`src/rtl/sequence_generator_pkg.sv`:
```
// Shared types and default parameter values for the serial sequence generator.
package sequence_generator_pkg;

  typedef enum logic [1:0] {
    IDLE = 2'b00,
    SEND = 2'b01,
    GAP  = 2'b10,
    DONE = 2'b11
  } state_e;

  localparam int unsigned PAT_W_DEF = 4;
  localparam int unsigned CNT_W_DEF = 8;
  localparam int unsigned GAP_DEF   = 2;

endpackage

```
`src/rtl/seq_shift_reg.sv`:
```
// Parallel-load, MSB-first shift register holding the pattern being sent.
module seq_shift_reg
  import sequence_generator_pkg::*;
#(
  parameter int unsigned W = PAT_W_DEF
) (
  input  logic         clk,
  input  logic         rst,
  input  logic         load_i,
  input  logic         shift_i,
  input  logic [W-1:0] data_i,
  output logic         msb_o,
  output logic         next_o
);

  logic [W-1:0] sr_q;

  always_ff @(posedge clk) begin
    if (rst) begin
      sr_q <= '0;
    end else if (load_i) begin
      sr_q <= data_i;
    end else if (shift_i) begin
      sr_q <= {sr_q[W-2:0], 1'b0};
    end
  end

  assign msb_o  = sr_q[W-1];
  assign next_o = sr_q[W-2];

endmodule

```
`src/rtl/sequence_generator.sv`:
```
// Serial pattern generator: sends a latched pattern MSB first, repeated with
// idle gaps, under ready/valid flow control, then pulses done.
module sequence_generator
  import sequence_generator_pkg::state_e,
         sequence_generator_pkg::IDLE,
         sequence_generator_pkg::SEND,
         sequence_generator_pkg::DONE;
#(
  parameter int unsigned PAT_W = sequence_generator_pkg::PAT_W_DEF,
  parameter int unsigned CNT_W = sequence_generator_pkg::CNT_W_DEF,
  parameter int unsigned GAP   = sequence_generator_pkg::GAP_DEF
) (
  input  logic             clk,
  input  logic             rst,
  input  logic             start,
  input  logic [PAT_W-1:0] pattern,
  input  logic [CNT_W-1:0] reps,
  input  logic             gap_bit,
  input  logic             ready,
  output logic             o,
  output logic             o_valid,
  output logic             busy,
  output logic             done
);

  localparam int unsigned      IDX_W    = (PAT_W > 1) ? $clog2(PAT_W) : 1;
  localparam logic [IDX_W-1:0] IDX_TOP  = IDX_W'(PAT_W - 1);
  localparam logic [3:0]       GAP_LAST = (GAP > 0) ? 4'(GAP - 1) : '0;

  state_e           state_q, state_d;
  logic [IDX_W-1:0] idx_q, idx_d;
  logic [CNT_W-1:0] rep_q, rep_d;
  logic [3:0]       gap_q, gap_d;
  logic [PAT_W-1:0] pat_q, pat_d;

  logic             sr_load, sr_shift, sr_msb, sr_next, msb_d;
  logic [PAT_W-1:0] sr_load_val;

  logic o_q, o_d, o_valid_q, o_valid_d, busy_q, busy_d, done_q, done_d;

  seq_shift_reg #(.W(PAT_W)) u_shift (
    .clk     (clk),
    .rst     (rst),
    .load_i  (sr_load),
    .shift_i (sr_shift),
    .data_i  (sr_load_val),
    .msb_o   (sr_msb),
    .next_o  (sr_next)
  );

  always_ff @(posedge clk) begin
    if (rst) begin
      state_q <= IDLE;
      idx_q   <= '0;
      rep_q   <= '0;
      gap_q   <= '0;
      pat_q   <= '0;
    end else begin
      state_q <= state_d;
      idx_q   <= idx_d;
      rep_q   <= rep_d;
      gap_q   <= gap_d;
      pat_q   <= pat_d;
    end
  end

  // The GAP state literal is package-qualified: the GAP parameter owns the bare name here.
  always_comb begin
    state_d     = state_q;
    idx_d       = idx_q;
    rep_d       = rep_q;
    gap_d       = gap_q;
    pat_d       = pat_q;
    sr_load     = 1'b0;
    sr_shift    = 1'b0;
    sr_load_val = pat_q;
    case (state_q)
      IDLE: begin
        if (start) begin
          state_d     = SEND;
          pat_d       = pattern;
          rep_d       = (reps == '0) ? CNT_W'(1) : reps;
          idx_d       = IDX_TOP;
          sr_load     = 1'b1;
          sr_load_val = pattern;
        end
      end
      SEND: begin
        if (ready) begin
          if (idx_q != '0) begin
            idx_d    = idx_q - 1'b1;
            sr_shift = 1'b1;
          end else if (rep_q > CNT_W'(1)) begin
            rep_d = rep_q - 1'b1;
            if (GAP > 0) begin
              state_d = sequence_generator_pkg::GAP;
              gap_d   = GAP_LAST;
            end else begin
              idx_d   = IDX_TOP;
              sr_load = 1'b1;
            end
          end else begin
            state_d = DONE;
          end
        end
      end
      sequence_generator_pkg::GAP: begin
        if (gap_q == '0) begin
          state_d = SEND;
          idx_d   = IDX_TOP;
          sr_load = 1'b1;
        end else begin
          gap_d = gap_q - 1'b1;
        end
      end
      DONE:    state_d = IDLE;
      default: state_d = IDLE;
    endcase
  end

  // Outputs are registered from next-state values so they line up with the state.
  always_comb begin
    msb_d = sr_msb;
    if (sr_load) begin
      msb_d = sr_load_val[PAT_W-1];
    end else if (sr_shift) begin
      msb_d = sr_next;
    end
    o_valid_d = (state_d == SEND);
    busy_d    = (state_d != IDLE);
    done_d    = (state_d == DONE);
    case (state_d)
      SEND:                        o_d = msb_d;
      sequence_generator_pkg::GAP: o_d = gap_bit;
      default:                     o_d = 1'b0;
    endcase
  end

  always_ff @(posedge clk) begin
    if (rst) begin
      o_q       <= 1'b0;
      o_valid_q <= 1'b0;
      busy_q    <= 1'b0;
      done_q    <= 1'b0;
    end else begin
      o_q       <= o_d;
      o_valid_q <= o_valid_d;
      busy_q    <= busy_d;
      done_q    <= done_d;
    end
  end

  assign o       = o_q;
  assign o_valid = o_valid_q;
  assign busy    = busy_q;
  assign done    = done_q;

endmodule

```
`config.mk`:
```
export PLATFORM = sky130hd
export DESIGN_NAME = sequence_generator
export DESIGN_NICKNAME = d
export VERILOG_FILES = /design/src/rtl/sequence_generator_pkg.sv /design/src/rtl/seq_shift_reg.sv /design/src/rtl/sequence_generator.sv
export SDC_FILE = /design/constraint.sdc
export NUM_CORES = 1
export LEC_CHECK = 0
export ABC_AREA = 1
export CELL_PAD_IN_SITES_DETAIL_PLACEMENT = 0
export CELL_PAD_IN_SITES_GLOBAL_PLACEMENT = 1
export CORE_ASPECT_RATIO = 1.25
export CORE_MARGIN = 8
export CORE_UTILIZATION = 35
export CTS_CLUSTER_SIZE = 10
export DETAILED_ROUTE_END_ITERATION = 7
export HOLD_SLACK_MARGIN = 0.12
export PLACE_DENSITY_LB_ADDON = 0.1
export SYNTH_ARGS = -nofsm -noshare
export SYNTH_HDL_FRONTEND = slang
export SYNTH_SLANG_ARGS = --single-unit
export TNS_END_PERCENT = 10
```
`constraint.sdc`:
```
create_clock -name clk -period 2.3 [get_ports clk]
set_clock_uncertainty 0.2 [all_clocks]
set_input_delay 0.575 -clock clk [delete_from_list [all_inputs] [get_ports clk]]
set_output_delay 0.575 -clock clk [all_outputs]
set_load 0.03 [all_outputs]
```
==> metrics <==
power per cell area=approximately 700 nW/um2; Post-Syn Area per Cell=6.876 um2; Hold EP=idx_q[1]; yosys warns=0; Fmax achieved=465.3 MHz; port bufs=20; crit path DAT=2.16 ns; Avg WL per Cell=between 10 and 15 um; unique cell type count in the Yosys netlist=24; HP Start=idx_q[1]; endpoint type of the worst setup path=flip-flop; Gate Count Post-Synth=242; P&R area growth vs syn=23.23%; root buf cell=clkbuf_8; ant diodes=0; setup_tns=0 ns; Worst Setup Start Kind=flip-flop; design area=2051 um2; Nets=301; crit path max fanout=4; critical path's largest stage delay=0.35 ns; initial antenna violation count=0; crit-path cells=inv_1, ha_1, inv_1, nand2_1, nand3_1, nor2_2, inv_2, a31oi_2, ha_1, or2_2, a21oi_1; largest net degree at the start of global routing=17; Worst slew margin=0.7598; minimum clock period=about 2.1 ns; Placed Cells=330; clock sink total=28; Slew Limit Fails=0; H-Tree Depth=1; DRT iter0 DRCs=85; Tcrit/Tclk final=0.9343; GPL Wtd Cong=0.7688; postcts setup bufs=0; vias per cell=4.565; IO Count=21; worst endpoint required time=2.31 ns; via count=1,520; leakage power=about 0.00095 uW; Die Area=7231 um2; Slowest cell on crit path=dfxtp_1; Max Cap Violations=0; Detail Route Antenna Nets=0; Placed Area=2009 um2; post_cts resized=0; CTS tree=built; Die Y-Extent=93.09 um; num rows=28; Bufs on Longest Clock Path=2; RSZ-0062 raised after global routing=no; final setup violation count=0; Die W=77.68 um; Reg clk slew, reported paths=0.09 ns; critical path type=flip-flop to flip-flop; Yosys reg bits=28; outcome=finished, final reports clean; Pre-antenna DRT Iters=3; GRT Total Usage=0.1188; Crit path buffers/inverters=3; drt total wl=3969 um; Worst path top cell family by delay=simple AND/OR/NAND/NOR gates; Final Hold Viols=0; hold crit path type=flip-flop to flip-flop; worst reg2reg startpoint=rep_q[0]; DRC=0; worst vdd ir=0.3216 mV; Hold Path Cell Cnt=2; Non-Filler Instances=333; Placeable Area=4659 um2; cts bufs inserted=3; sequential share of the synthesized area=0.3368; Post-Place Worst Slack=-0.05113 ns; Synth Cell Area=1664 um2; worst slew pin tran=about 0.36 ns; Clk Latency, worst-skew pair=0.27 ns; post-synth net total=between 200 and 300; Initial Util=0.3571; Detailed Place HPWL=roughly 3200 um; final core utilization=0.4401; Reg2Reg Setup Slack=0.15 ns; # fillers=503; CTS Hold Bufs=0; worst setup margin=0.1511 ns; R2R cell count=11; share of cells above drive strength 1=0.1538; vias in the first global route=1,527; reg2reg end=o; first-pass GRT wire length=7003 um; grt total ovfl=0
## cells by family (layout without fill, tap and decap cells)
family	after synthesis	count (layout)	share of synthesized area
fa+ha+maj	9	9	0.06767
buf+inv	35	66	0.07969
flops	28	28	0.3368
xor+xnor	3	3	0.01579
simple gates	132	132	0.3819
compound gates	35	35	0.1180
## routing by layer
metal,part of all wire,vias to the layer above,track usage
met3,0.013,6,0.01536
met5,0,-,0
li1,-,827,-
met2,0.54,11,0.2261
met4,0.023,0,0.05363
met1,0.43,676,0.1257
## cell type report
type                            instances  area, um2  share of cell area
Clock buffer                            3      41.29             0.02013
Timing Repair Buffer                   31      282.8              0.1379
Multi-Input combinational cell        179      970.9              0.4735
Inverter                               32      120.1             0.05857
Tap cell                               60      75.07             0.03661
Sequential cell                        28      560.5              0.2733
## sequential cells by signal, summed over array words and instances, names as in the netlist
register,count
u_shift.sr_q,4
gap_q,4
pat_q,4
o_valid,1
o,1
rep_q,8
done,1
state_q,2
idx_q,2
busy,1
## cells in the mapped netlist
cell type,number,area (um2)
nor2_8,2,40.04
nor2_4,2,22.52
a21oi_1,17,85.08
nand2_2,5,31.28
or2_2,4,25.02
nand2_1,62,232.7
nand3_2,2,20.02
a31oi_2,1,12.51
clkbuf_1,2,7.510
o21bai_4,1,18.77
buf_2,1,5.000
dfxtp_1,28,560.5
inv_1,26,97.59
nand4_1,4,25.02
ha_1,9,112.6
nand2_4,3,33.78
nor3_1,1,5.000
o21ai_1,5,25.02
xor2_1,3,26.28
nor2_2,2,12.51
nor2_1,30,112.6
nand3_1,15,75.07
o21ai_0,11,55.05
inv_2,6,22.52
## through the flow
| step | hold WS (ns) | total power, uW |
|---|---|---|
| after floorplan | 0.2302 | 983.5 |
| after global placement | 0.2537 | 1166 |
| after detailed placement | 0.2453 | 1166 |
| after CTS | 0.2606 | 1446 |
| after global routing | 0.2855 | 1548 |
| final | 0.2571 | 1414 |
## worst max-delay path by stage
| stage | from | end | slack (ns) | depth (start not counted) |
|---|---|---|---|---|
| detailed placement | ready | o | -0.05 | 7 |
| CTS | rep_q[0] | o | 0.13 | 11 |
| global placement | ready | o | -0.03 | 7 |
| finish | rep_q[0] | o | 0.15 | 11 |
| global route | rep_q[0] | o | 0.005 | 11 |
| floorplan | rep_q[0] | o | 0.14 | 11 |
## power by group
part	switching (uW)	total, uW	internal (uW)
registers	41.9	585	543
clock network	149	267	118
logic	332	563	231
total	523	1410	891
## worst min-delay path, stage by stage, from the launching register on
cell,delay (ns)
dfxtp_1,0.31
inv_1,0.06
a21oi_1,0.05
## layout by cell type (no fill, tap or decap), types with 3 or more instances in the layout
cell | Yosys | routed
buf_4 | 0 | 11
nand2_4 | 3 | 3
nor2_1 | 30 | 30
xor2_1 | 3 | 3
a21oi_1 | 17 | 17
nand4_1 | 4 | 4
nand2_1 | 62 | 62
or2_2 | 4 | 4
inv_1 | 26 | 26
clkdlybuf4s50_1 | 0 | 20
o21ai_1 | 5 | 5
nand2_2 | 5 | 5
nand3_1 | 15 | 15
inv_2 | 6 | 6
clkbuf_8 | 0 | 3
o21ai_0 | 11 | 11
ha_1 | 9 | 9
dfxtp_1 | 28 | 28
No activity file was read; power rests on OpenSTA's default activity.
